## src/rtl/pipeline4_if.sv

```systemverilog
// pipeline4_if: bundle of the memory/write-back stage signals.
//   slave  : the pipeline4 stage itself
//   master : the surrounding pipeline (execute, data memory, register file, fetch)
interface pipeline4_if #(
  parameter int DATA_WIDTH     = 16,
  parameter int MEM_WIDTH      = 16,
  parameter int REG_ADDR_WIDTH = 4,
  parameter int CTRL_WIDTH     = 6,
  parameter int PC_WIDTH       = 16
);
  // upstream (execute stage) side
  logic                      valid_in;
  logic [CTRL_WIDTH-1:0]     ctrl_in;
  logic [DATA_WIDTH-1:0]     data_in;
  logic [MEM_WIDTH-1:0]      addr_in;
  logic [REG_ADDR_WIDTH-1:0] reg_addr_in;
  logic                      pc_chg_in;
  logic [PC_WIDTH-1:0]       pc_in;
  logic                      stall;
  // data-memory port
  logic                      mem_req;
  logic                      mem_we;
  logic [MEM_WIDTH-1:0]      mem_addr;
  logic [DATA_WIDTH-1:0]     mem_wdata;
  logic [DATA_WIDTH-1:0]     mem_rdata;
  logic                      mem_ack;
  logic                      mem_err;
  // register-file write port
  logic                      wb_en;
  logic [REG_ADDR_WIDTH-1:0] wb_addr;
  logic [DATA_WIDTH-1:0]     wb_data;
  // fetch redirect
  logic                      pc_chg;
  logic [PC_WIDTH-1:0]       pc_out;

  modport slave (
    input  valid_in, ctrl_in, data_in, addr_in, reg_addr_in, pc_chg_in, pc_in,
           mem_rdata, mem_ack,
    output stall, mem_req, mem_we, mem_addr, mem_wdata, mem_err,
           wb_en, wb_addr, wb_data, pc_chg, pc_out
  );

  modport master (
    output valid_in, ctrl_in, data_in, addr_in, reg_addr_in, pc_chg_in, pc_in,
           mem_rdata, mem_ack,
    input  stall, mem_req, mem_we, mem_addr, mem_wdata, mem_err,
           wb_en, wb_addr, wb_data, pc_chg, pc_out
  );
endinterface

```

## src/rtl/pipeline4.sv

```systemverilog
// pipeline4: memory-access / write-back stage behind execute.
// LW/SW run a req/ack transaction and stall upstream until done; ALU ops and
// CALL write the register file one cycle after acceptance; PC redirects are
// forwarded to fetch as one-cycle pulses. All outputs are registered.
// Optional build macro PIPELINE4_MEM_TIMEOUT_EN: bounds the mem_ack wait to
// MEM_TIMEOUT cycles and raises a sticky mem_err on expiry.
module pipeline4 #(
  parameter int DATA_WIDTH     = 16,
  parameter int MEM_WIDTH      = 16,
  parameter int REG_ADDR_WIDTH = 4,
  parameter int CTRL_WIDTH     = 6,
  parameter int PC_WIDTH       = 16,
  parameter int MEM_TIMEOUT    = 15,
  // control-word encodings shared with the rest of the pipeline
  parameter logic [CTRL_WIDTH-1:0] OP_NOP  = 6'h00,
  parameter logic [CTRL_WIDTH-1:0] OP_LW   = 6'h20,
  parameter logic [CTRL_WIDTH-1:0] OP_SW   = 6'h21,
  parameter logic [CTRL_WIDTH-1:0] OP_JR   = 6'h30,
  parameter logic [CTRL_WIDTH-1:0] OP_JPC  = 6'h31,
  parameter logic [CTRL_WIDTH-1:0] OP_BRFL = 6'h32,
  parameter logic [CTRL_WIDTH-1:0] OP_CALL = 6'h33,
  parameter logic [CTRL_WIDTH-1:0] OP_RET  = 6'h34
) (
  input  logic        clk_in,
  input  logic        RST,
  pipeline4_if.slave  bus
);

  typedef enum logic [1:0] {IDLE, RD_WAIT, WR_WAIT, WB} state_t;
  state_t state;

  // Control-flow-only and NOP words never touch the register file; every
  // other non-memory word (ALU ops, CALL) writes back.
  logic no_wb;
  assign no_wb = (bus.ctrl_in == OP_JR)  || (bus.ctrl_in == OP_JPC) ||
                 (bus.ctrl_in == OP_BRFL) || (bus.ctrl_in == OP_RET) ||
                 (bus.ctrl_in == OP_NOP);

`ifdef PIPELINE4_MEM_TIMEOUT_EN
  localparam int TW = $clog2(MEM_TIMEOUT + 1);
  logic [TW-1:0] tmo_cnt;
  logic          tmo_hit;
  // The wait has lasted MEM_TIMEOUT request cycles once the count sits at
  // MEM_TIMEOUT-1 with still no ack.
  assign tmo_hit = (tmo_cnt == TW'(MEM_TIMEOUT - 1));
`else
  localparam int unused_mem_timeout = MEM_TIMEOUT;
`endif

  // Stage FSM: owns every registered output.
  always_ff @(posedge clk_in) begin
    if (RST) begin
      state         <= IDLE;
      bus.stall     <= 1'b0;
      bus.mem_req   <= 1'b0;
      bus.mem_we    <= 1'b0;
      bus.mem_addr  <= '0;
      bus.mem_wdata <= '0;
      bus.mem_err   <= 1'b0;
      bus.wb_en     <= 1'b0;
      bus.wb_addr   <= '0;
      bus.wb_data   <= '0;
      bus.pc_chg    <= 1'b0;
      bus.pc_out    <= '0;
`ifdef PIPELINE4_MEM_TIMEOUT_EN
      tmo_cnt       <= '0;
`endif
    end else begin
      // write-back and redirect are pulses unless re-asserted below
      bus.wb_en  <= 1'b0;
      bus.pc_chg <= 1'b0;
      case (state)
        IDLE: begin
          if (bus.valid_in) begin
            if (bus.pc_chg_in) begin
              bus.pc_chg <= 1'b1;
              bus.pc_out <= bus.pc_in;
            end
            if (bus.ctrl_in == OP_LW) begin
              state        <= RD_WAIT;
              bus.mem_req  <= 1'b1;
              bus.mem_we   <= 1'b0;
              bus.mem_addr <= bus.addr_in;
              bus.wb_addr  <= bus.reg_addr_in;
              bus.stall    <= 1'b1;
`ifdef PIPELINE4_MEM_TIMEOUT_EN
              tmo_cnt      <= '0;
`endif
            end else if (bus.ctrl_in == OP_SW) begin
              state         <= WR_WAIT;
              bus.mem_req   <= 1'b1;
              bus.mem_we    <= 1'b1;
              bus.mem_addr  <= bus.addr_in;
              bus.mem_wdata <= bus.data_in;
              bus.stall     <= 1'b1;
`ifdef PIPELINE4_MEM_TIMEOUT_EN
              tmo_cnt       <= '0;
`endif
            end else if (!no_wb) begin
              bus.wb_en   <= 1'b1;
              bus.wb_addr <= bus.reg_addr_in;
              bus.wb_data <= bus.data_in;
            end
          end
        end
        RD_WAIT: begin
          // load data lands in wb_data now so WB only has to release stall
          if (bus.mem_ack) begin
            bus.mem_req <= 1'b0;
            bus.wb_en   <= 1'b1;
            bus.wb_data <= bus.mem_rdata;
            state       <= WB;
          end
`ifdef PIPELINE4_MEM_TIMEOUT_EN
          else if (tmo_hit) begin
            bus.mem_req <= 1'b0;
            bus.mem_err <= 1'b1;
            bus.stall   <= 1'b0;
            state       <= IDLE;
          end else begin
            tmo_cnt <= tmo_cnt + 1'b1;
          end
`endif
        end
        WR_WAIT: begin
          if (bus.mem_ack) begin
            bus.mem_req <= 1'b0;
            bus.mem_we  <= 1'b0;
            bus.stall   <= 1'b0;
            state       <= IDLE;
          end
`ifdef PIPELINE4_MEM_TIMEOUT_EN
          else if (tmo_hit) begin
            bus.mem_req <= 1'b0;
            bus.mem_we  <= 1'b0;
            bus.mem_err <= 1'b1;
            bus.stall   <= 1'b0;
            state       <= IDLE;
          end else begin
            tmo_cnt <= tmo_cnt + 1'b1;
          end
`endif
        end
        WB: begin
          bus.stall <= 1'b0;
          state     <= IDLE;
        end
        default: state <= IDLE;
      endcase
    end
  end

endmodule

```

## src/flat_wrapper.sv

```systemverilog
// flat-port wrapper written by rule: the top's interface ports become plain ports
module pipeline4_flat 
#(
  parameter int DATA_WIDTH     = 16,
  parameter int MEM_WIDTH      = 16,
  parameter int REG_ADDR_WIDTH = 4,
  parameter int CTRL_WIDTH     = 6,
  parameter int PC_WIDTH       = 16,
  parameter int MEM_TIMEOUT    = 15,
                                                                
  parameter logic [CTRL_WIDTH-1:0] OP_NOP  = 6'h00,
  parameter logic [CTRL_WIDTH-1:0] OP_LW   = 6'h20,
  parameter logic [CTRL_WIDTH-1:0] OP_SW   = 6'h21,
  parameter logic [CTRL_WIDTH-1:0] OP_JR   = 6'h30,
  parameter logic [CTRL_WIDTH-1:0] OP_JPC  = 6'h31,
  parameter logic [CTRL_WIDTH-1:0] OP_BRFL = 6'h32,
  parameter logic [CTRL_WIDTH-1:0] OP_CALL = 6'h33,
  parameter logic [CTRL_WIDTH-1:0] OP_RET  = 6'h34
)
  (clk_in, RST, bus_valid_in, bus_ctrl_in, bus_data_in, bus_addr_in, bus_reg_addr_in, bus_pc_chg_in, bus_pc_in, bus_mem_rdata, bus_mem_ack, bus_stall, bus_mem_req, bus_mem_we, bus_mem_addr, bus_mem_wdata, bus_mem_err, bus_wb_en, bus_wb_addr, bus_wb_data, bus_pc_chg, bus_pc_out);
  pipeline4_if #(.DATA_WIDTH(DATA_WIDTH), .MEM_WIDTH(MEM_WIDTH), .REG_ADDR_WIDTH(REG_ADDR_WIDTH), .CTRL_WIDTH(CTRL_WIDTH), .PC_WIDTH(PC_WIDTH)) bus_i ();
  input  logic clk_in;
  input  logic RST;
  input wire logic [$bits(bus_i.valid_in)-1:0] bus_valid_in;
  input wire logic [$bits(bus_i.ctrl_in)-1:0] bus_ctrl_in;
  input wire logic [$bits(bus_i.data_in)-1:0] bus_data_in;
  input wire logic [$bits(bus_i.addr_in)-1:0] bus_addr_in;
  input wire logic [$bits(bus_i.reg_addr_in)-1:0] bus_reg_addr_in;
  input wire logic [$bits(bus_i.pc_chg_in)-1:0] bus_pc_chg_in;
  input wire logic [$bits(bus_i.pc_in)-1:0] bus_pc_in;
  input wire logic [$bits(bus_i.mem_rdata)-1:0] bus_mem_rdata;
  input wire logic [$bits(bus_i.mem_ack)-1:0] bus_mem_ack;
  output wire logic [$bits(bus_i.stall)-1:0] bus_stall;
  output wire logic [$bits(bus_i.mem_req)-1:0] bus_mem_req;
  output wire logic [$bits(bus_i.mem_we)-1:0] bus_mem_we;
  output wire logic [$bits(bus_i.mem_addr)-1:0] bus_mem_addr;
  output wire logic [$bits(bus_i.mem_wdata)-1:0] bus_mem_wdata;
  output wire logic [$bits(bus_i.mem_err)-1:0] bus_mem_err;
  output wire logic [$bits(bus_i.wb_en)-1:0] bus_wb_en;
  output wire logic [$bits(bus_i.wb_addr)-1:0] bus_wb_addr;
  output wire logic [$bits(bus_i.wb_data)-1:0] bus_wb_data;
  output wire logic [$bits(bus_i.pc_chg)-1:0] bus_pc_chg;
  output wire logic [$bits(bus_i.pc_out)-1:0] bus_pc_out;
  assign bus_i.valid_in = bus_valid_in;
  assign bus_i.ctrl_in = bus_ctrl_in;
  assign bus_i.data_in = bus_data_in;
  assign bus_i.addr_in = bus_addr_in;
  assign bus_i.reg_addr_in = bus_reg_addr_in;
  assign bus_i.pc_chg_in = bus_pc_chg_in;
  assign bus_i.pc_in = bus_pc_in;
  assign bus_i.mem_rdata = bus_mem_rdata;
  assign bus_i.mem_ack = bus_mem_ack;
  assign bus_stall = bus_i.stall;
  assign bus_mem_req = bus_i.mem_req;
  assign bus_mem_we = bus_i.mem_we;
  assign bus_mem_addr = bus_i.mem_addr;
  assign bus_mem_wdata = bus_i.mem_wdata;
  assign bus_mem_err = bus_i.mem_err;
  assign bus_wb_en = bus_i.wb_en;
  assign bus_wb_addr = bus_i.wb_addr;
  assign bus_wb_data = bus_i.wb_data;
  assign bus_pc_chg = bus_i.pc_chg;
  assign bus_pc_out = bus_i.pc_out;
  pipeline4 #(.DATA_WIDTH(DATA_WIDTH), .MEM_WIDTH(MEM_WIDTH), .REG_ADDR_WIDTH(REG_ADDR_WIDTH), .CTRL_WIDTH(CTRL_WIDTH), .PC_WIDTH(PC_WIDTH), .MEM_TIMEOUT(MEM_TIMEOUT), .OP_NOP(OP_NOP), .OP_LW(OP_LW), .OP_SW(OP_SW), .OP_JR(OP_JR), .OP_JPC(OP_JPC), .OP_BRFL(OP_BRFL), .OP_CALL(OP_CALL), .OP_RET(OP_RET)) u_core (.clk_in(clk_in), .RST(RST), .bus(bus_i));
endmodule
```

## config.mk

```make
export PLATFORM = sky130hd
export DESIGN_NAME = pipeline4_flat
export DESIGN_NICKNAME = d
export VERILOG_FILES = /design/src/rtl/pipeline4_if.sv /design/src/rtl/pipeline4.sv /design/src/flat_wrapper.sv
export SDC_FILE = /design/constraint.sdc
export NUM_CORES = 1
export LEC_CHECK = 0
export BUFFER_PORTS_ARGS = -buffer_cell sky130_fd_sc_hd__clkbuf_2
export CAP_MARGIN = 15
export CORE_ASPECT_RATIO = 1.2
export CORE_UTILIZATION = 49
export DETAILED_ROUTE_END_ITERATION = 6
export GPL_TIMING_DRIVEN = 0
export PLACE_DENSITY = 0.84
export SLEW_MARGIN = 20
export SYNTH_ARGS = -nofsm -noshare
export SYNTH_HDL_FRONTEND = slang
export SYNTH_SLANG_ARGS = --single-unit
export TNS_END_PERCENT = 10
```

## constraint.sdc

```tcl
create_clock -name clk_in -period 3.4 [get_ports clk_in]
set_clock_uncertainty 0.15 [all_clocks]
set_input_delay 0.85 -clock clk_in [delete_from_list [all_inputs] [get_ports clk_in]]
set_output_delay 0.85 -clock clk_in [all_outputs]
set_load 0.01 [all_outputs]
```

==> results_dict.tcl, run 1 <==
set metrics [dict create \
    drc 0 \
    multiInputGateArea_mm2 0.00144 \
    grt_max_degree 14 \
    setup_tns_ns 0 \
    min_period_ns 2.47 \
    drtIter0Drc 157 \
    syn_inst 374 \
    period_share 0.725 \
    die_w_um 74.9 \
    core_area_mm2 0.00609 \
    crit_chain "inv_1, ha_1, clkbuf_1, nand2_1, or4_1, buf_2, buf_6, nand2_1, a21oi_1" \
    die_h_um 89.4 \
    cts-root-buf "clkbuf_8" \
    yosys_most_used_dff "dfxtp_1" \
    yosysSeqAreaShare 0.481 \
    yosysUniqueCellTypes 38 \
    layout.nets 617 \
    nFillCells 538 \
    critPathLaunchType "register" \
    viasPerCell 5.18 \
    p_switching_uw 868 \
    power_density_mw_per_mm2 604 \
    cpMostUsedCell "nand2_1" \
    hpwl_um 6540 \
    setup_violations 0 \
    num_rows 31 \
    clkPwrFrac 0.268 \
    fmax_mhz 405 \
    diodes 0 \
    start_util 0.513 \
    grt_overflow 0 \
    cap_violations 0 \
    area_growth_pct 33.3 \
    firstDrtPassIters 4 \
    groute.usage.overall 0.255 \
    drive_gt1_frac 0.349 \
    cts_tree "built" \
    ant_nets 0 \
    slowest_delay_ns 0.53 \
    cts_max_level 3 \
    clk_pin_slew_ns 0.08 \
    path_max_fanout 10 \
    p_seq_frac 0.425 \
    r2r_cells 9 \
    grt_first_pass_wirelength_um 13000 \
    seqCellArea_mm2 0.00150 \
    min_path_cells 2 \
    routed_wl_um 8610 \
    clock_path_buffers 2 \
    drv_slew 0 \
    cts_hold_buf 0 \
    leakage_nw 1.81 \
    hold_path.class "reg -> reg" \
    worst_pin_slew_ns 0.810 \
    worstSkewPairLatency_ns 0.34 \
    internal_power_mw 1.65 \
    max-vdd-ir-drop_v 0.000312 \
    synth_nets 457 \
    io_pins 153 \
    antenna_found_initial 0 \
    cts_setup_buffers 0 \
    wl_per_cell_um 13.9 \
    path_class "reg -> reg" \
    cp.required_ns 3.46 \
    first_global_vias 2949 \
    die_area_mm2 0.00670 \
    synth_edf_count 0 \
    route.vias.total 3219 \
    cts_buffers 9 \
    p_comb_frac 0.307 \
    cp_slowest_cell "or4_1" \
    post_cts_resized 0 \
    slew_headroom 0.457 \
    syn_area_per_cell_um2 8.35 \
    synth.yosys.warnings 0 \
    power_mw 2.51 \
    io_buffers 149 \
    status "complete, no violations" \
    grt_setup_unrepaired "no" \
    arrival_ns 2.52 \
    crit_path_end_kind "register" \
    synth-seq-cells 75 \
    finalHoldViolations 0 \
    syn_area_mm2 0.00312 \
    gp_congestion 0.855 \
    switching_share 0.345 \
    clock_sinks 75 \
    ys_async_sr_fraction 0 \
]
==> flip-flops by register name, indices dropped and copies added (netlist names), 2 cells and up <==
name and cells:
u_core.bus.mem_addr 16, u_core.bus.mem_wdata 16, u_core.bus.pc_out 16, u_core.bus.wb_addr 4, u_core.bus.wb_data 16, u_core.state 2
==> final timing paths <==
path,slack (ns),to,from
worst max-delay path,0.93,u_core.bus.mem_wdata[10],u_core.state[0]
worst min-delay path,0.30,u_core.bus.mem_addr[15],u_core.bus.mem_addr[15]
worst max register to register,0.93,u_core.bus.mem_wdata[10],u_core.state[0]
worst min register to register,0.30,u_core.bus.mem_addr[15],u_core.bus.mem_addr[15]
==> layer usage <==
layer  vias up  share of wire  GRT usage
met1      1458           0.40      0.281
met3        19          0.073     0.0846
met2       128           0.50      0.445
met5         -              0          0
met4         0          0.024      0.108
li1       1614              -          -
==> area by class of cell <==
class	count	share of cell area
Buffer	32	0.0373
Clock buffer	10	0.0307
Clock inverter	6	0.0153
Inverter	6	0.00541
Multi-Input combinational cell	261	0.347
Sequential cell	75	0.361
Tap cell	82	0.0247
Timing Repair Buffer	149	0.179
==> power groups by stage <==
stage               Clock (mW)  Combinational, mW  Sequential [mW]
finish                   0.673              0.772             1.07
global route             0.731              0.855             1.08
CTS                      0.687              0.770             1.07
floorplan                    0              0.437             1.13
detailed placement           0              0.767             1.09
global placement             0              0.744             1.08
==> critical path: cells and delay by family (launching register included) <==
kind | cells | cell delay, ns
simple gates | 3 | 0.81
flops | 1 | 0.34
compound gates | 1 | 0.06
fa+ha+maj | 1 | 0.16
buf+inv | 4 | 0.80
==> cell usage in the layout, fill, tap and decap left out, types with 2 or more instances in the layout <==
cell / count
nor2_1: 23
nand2_1: 93
buf_6: 3
a221oi_1: 6
clkinvlp_4: 2
a31oi_1: 2
inv_1: 6
nor3_1: 2
clkbuf_2: 149
o22ai_1: 16
mux2i_1: 5
or4_1: 2
clkbuf_1: 22
clkbuf_8: 9
buf_2: 7
or3_1: 4
ha_1: 4
o32ai_1: 2
a21oi_1: 51
a221oi_2: 10
nand2b_1: 3
o21ai_0: 4
dfxtp_1: 75
nand3_1: 18
clkinv_2: 2
==> Yosys cell counts (5+ instances only) <==
master    number  share of area
a221oi_1       6          0.017
a221oi_2      10          0.048
nand2_1       93           0.11
dfxtp_1       75           0.48
o22ai_1       16          0.032
buf_2          7          0.011
a21oi_1       51          0.082
nand3_1       18          0.029
inv_1          6         0.0072
clkbuf_1      21          0.025
nor2_1        23          0.028
mux2i_1        5          0.016
==> metrics by stage <==
stage	instance area, µm²	worst slack (ns)	instances	util	hold WS [ns]
2_1_floorplan	3120	0.912	374	-	0.329
3_3_place_gp	3970	0.724	605	0.652	0.291
3_5_place_dp	3970	0.699	605	0.652	0.296
4_1_cts	4160	0.933	621	0.683	0.307
5_1_grt	4160	0.767	621	0.683	0.322
6_report	4160	0.933	621	0.683	0.305
==> cells by family (layout without fill, tap and decap cells) <==
logic type,count (synthesis),in the layout,synth area share
simple gates,150,150,0.203
compound gates,100,100,0.222
flops,75,75,0.481
buf+inv,38,203,0.0569
fa+ha+maj,5,5,0.0192
mux,5,5,0.0160
other cells,1,1,0.00120
(Power assumes the default switching activity.)
==> inputs of run 2 (changes only) <==
--- a/config.mk
+++ b/config.mk
@@ -5,13 +5,14 @@
 export SDC_FILE = /design/constraint.sdc
 export NUM_CORES = 1
 export LEC_CHECK = 0
+export ABC_AREA = 1
 export BUFFER_PORTS_ARGS = -buffer_cell sky130_fd_sc_hd__clkbuf_2
 export CAP_MARGIN = 15
 export CORE_ASPECT_RATIO = 1.2
-export CORE_UTILIZATION = 49
+export CORE_UTILIZATION = 46
 export DETAILED_ROUTE_END_ITERATION = 6
 export GPL_TIMING_DRIVEN = 0
-export PLACE_DENSITY = 0.84
+export PLACE_DENSITY = 0.79
 export SLEW_MARGIN = 20
 export SYNTH_ARGS = -nofsm -noshare
 export SYNTH_HDL_FRONTEND = slang
==> constraint.sdc (replaced) <==
create_clock -name clk_in -period 2.3 [get_ports clk_in]
set_clock_uncertainty 0.15 [all_clocks]
set_input_delay 0.575 -clock clk_in [delete_from_list [all_inputs] [get_ports clk_in]]
set_output_delay 0.575 -clock clk_in [all_outputs]
set_load 0.01 [all_outputs]
==> results_dict.tcl, run 2 <==
set metrics [dict create \
    status "complete, no violations" \
    cts_buffers 9 \
    worstSkewPairLatency_ns 0.33 \
    leakage_nw 2.15 \
    max-vdd-ir-drop_v 0.000503 \
    drv_slew 0 \
    hold_path_end "u_core.bus.pc_out[14]" \
    diodes 0 \
    drive_gt1_frac 0.322 \
    synth_area_leader_cell "dfxtp_1" \
    p_switching_mw 1.69 \
    setup_violations 0 \
    r2r_cells 10 \
    syn_area_mm2 0.00327 \
    synth-seq-cells 75 \
    cp_slowest_cell "dfxtp_1" \
    setup_ws_ns 0.238 \
    internal_power_mw 2.59 \
    r2r-start "u_core.state[0]" \
    cap_violations 0 \
    min_period_ns 2.06 \
    grt_setup_unrepaired "no" \
    num_rows 33 \
    io_pins 153 \
    die_w_um 79.0 \
    clock_path_buffers 2 \
    cts-root-buf "clkbuf_8" \
    routed_wl_um 8810 \
    path_class "reg -> reg" \
    post_cts_resized 0 \
    switching_share 0.394 \
    mostFrequentLayoutCells "150 x clkbuf_2, 95 x nor2_1, 78 x nand2_1" \
    layout_commonest_cell "clkbuf_2" \
    cts_hold_buf 0 \
    first_global_vias 3307 \
    yosysUniqueCellTypes 27 \
    synthDominantCellAreaShare 0.459 \
    worst_pin_slew_ns 0.517 \
    groute.usage.overall 0.236 \
    r2r_slack_ns 0.24 \
    yosys_most_used_dff "dfxtp_1" \
    viasPerCell 4.89 \
    slowest_delay_ns 0.33 \
    clk_pin_slew_ns 0.08 \
    ys_async_sr_fraction 0 \
    slew_headroom 0.656 \
    period_share 0.897 \
    ant_nets 0 \
    cts_max_level 3 \
    power_density_mw_per_mm2 998 \
    cts_tree "built" \
    min_path_cells 2 \
    hold_path.class "reg -> reg" \
    synth_area_leaders "dfxtp_1 46%, nor2_1 11%, nand2_1 9.0%" \
    synthTopCellsByCount "95 x nor2_1, 78 x nand2_1, 75 x dfxtp_1" \
    grt_overflow 0 \
    antenna_found_initial 0 \
    cts_setup_buffers 0 \
    route.vias.total 3403 \
    syn_inst 444 \
    finalHoldViolations 0 \
    r2r_end "u_core.bus.mem_addr[14]" \
    clock_sinks 75 \
    p_comb_frac 0.411 \
    synth_edf_count 0 \
    synth.yosys.warnings 0 \
    synth_nets 527 \
    grt_first_pass_wirelength_um 14000 \
    crit_chain "inv_1, ha_1, buf_4, nand2_2, inv_2, nand3_2, inv_1, buf_4, nor2_1, nor2_1" \
    layout.nets 688 \
    firstDrtPassIters 4 \
    crit_path_end_kind "register" \
    path_max_fanout 10 \
    hpwl_um 6690 \
    drc 0 \
    place_ws_ns 0.258 \
    syn_area_per_cell_um2 7.37 \
    core_area_mm2 0.00685 \
    setup_tns_ns 0 \
    area_growth_pct 31.1 \
    drtIter0Drc 128 \
    yosysSeqAreaShare 0.459 \
    io_buffers 150 \
    start_util 0.477 \
    p_seq_frac 0.387 \
    synth.most_common_cell "nor2_1" \
    wl_per_cell_um 12.7 \
    gp_congestion 0.850 \
    arrival_ns 2.18 \
    die_area_mm2 0.00745 \
    die_h_um 94.4 \
    critPathLaunchType "register" \
    cp.required_ns 2.42 \
    clkPwrFrac 0.202 \
    hold_start "u_core.bus.pc_out[14]" \
    grt_max_degree 13 \
    fmax_mhz 485 \
]
## run 2: cell count changes after synthesis, moves of 6 or more
cell / delta
inv_1: +24
nor2_1: +72
clkbuf_1: -10
a221oi_2: -10
nand2_1: -15
a221oi_1: -6
a21oi_1: -18
o22ai_1: -16
nand3_1: +12
o21ai_0: +38
## run 2: cells by family after synthesis
| group | Yosys count | synth area share |
|---|---|---|
| flops | 75 | 0.459 |
| compound gates | 77 | 0.119 |
| buf+inv | 57 | 0.0773 |
| mux | 9 | 0.0275 |
| fa+ha+maj | 4 | 0.0153 |
| other cells | 1 | 0.00115 |
| simple gates | 221 | 0.300 |
## run 2: layout make-up
cell class,count,area [µm²]
buffer,24,129
tap,87,109
timing repair buffer,150,751
multi-input combinational,312,1520
clock inverter,5,31.3
inverter,33,124
fill,657,2560
sequential,75,1500
clock buffer,10,128
## run 2: how the worst max path moves through the flow
stage                                          to  depth (start not counted)            start
final                     u_core.bus.mem_addr[14]                         10  u_core.state[0]
after CTS                 u_core.bus.mem_addr[14]                         10  u_core.state[0]
after global routing      u_core.bus.mem_addr[14]                         10  u_core.state[1]
after global placement     u_core.bus.wb_data[11]                         12   bus_ctrl_in[3]
after floorplan            u_core.bus.wb_data[13]                         11   bus_ctrl_in[3]
after detailed placement   u_core.bus.wb_data[11]                         12   bus_ctrl_in[3]
## run 2: critical path, delay by kind of cell (launching register included)
| family | cells | cell delay (ns) |
|---|---|---|
| DFF | 1 | 0.33 |
| adders and majority gates | 1 | 0.17 |
| and+or+nand+nor | 4 | 0.46 |
| buffers and inverters | 5 | 0.88 |
## run 2: power by group through the flow
stage          logic (mW)  clock network, mW  registers, mW
3_5_place_dp         1.76                  0           1.68
5_1_grt              1.99              0.941           1.68
6_report             1.76              0.864           1.66
2_1_floorplan        1.12                  0           1.77
4_1_cts              1.76              0.879           1.65
3_3_place_gp         1.71                  0           1.68
## run 2: metal layers
layer,part of all wire,wire (µm),global-route usage,vias to the layer above
li1,-,-,-,1734
met1,0.42,3730,0.265,1533
met2,0.50,4370,0.425,120
met3,0.065,577,0.0502,16
met4,0.014,127,0.106,0
met5,0,0,0,-
## run 2: through the flow
step	instance area, µm²	hold slack [ns]	utilization	total power, mW	std cells
2_1_floorplan	3270	0.333	-	2.90	444
3_3_place_gp	4130	0.298	0.603	3.39	681
3_5_place_dp	4130	0.305	0.603	3.44	681
4_1_cts	4290	0.298	0.626	4.30	696
5_1_grt	4290	0.312	0.626	4.61	696
6_report	4290	0.317	0.626	4.28	696
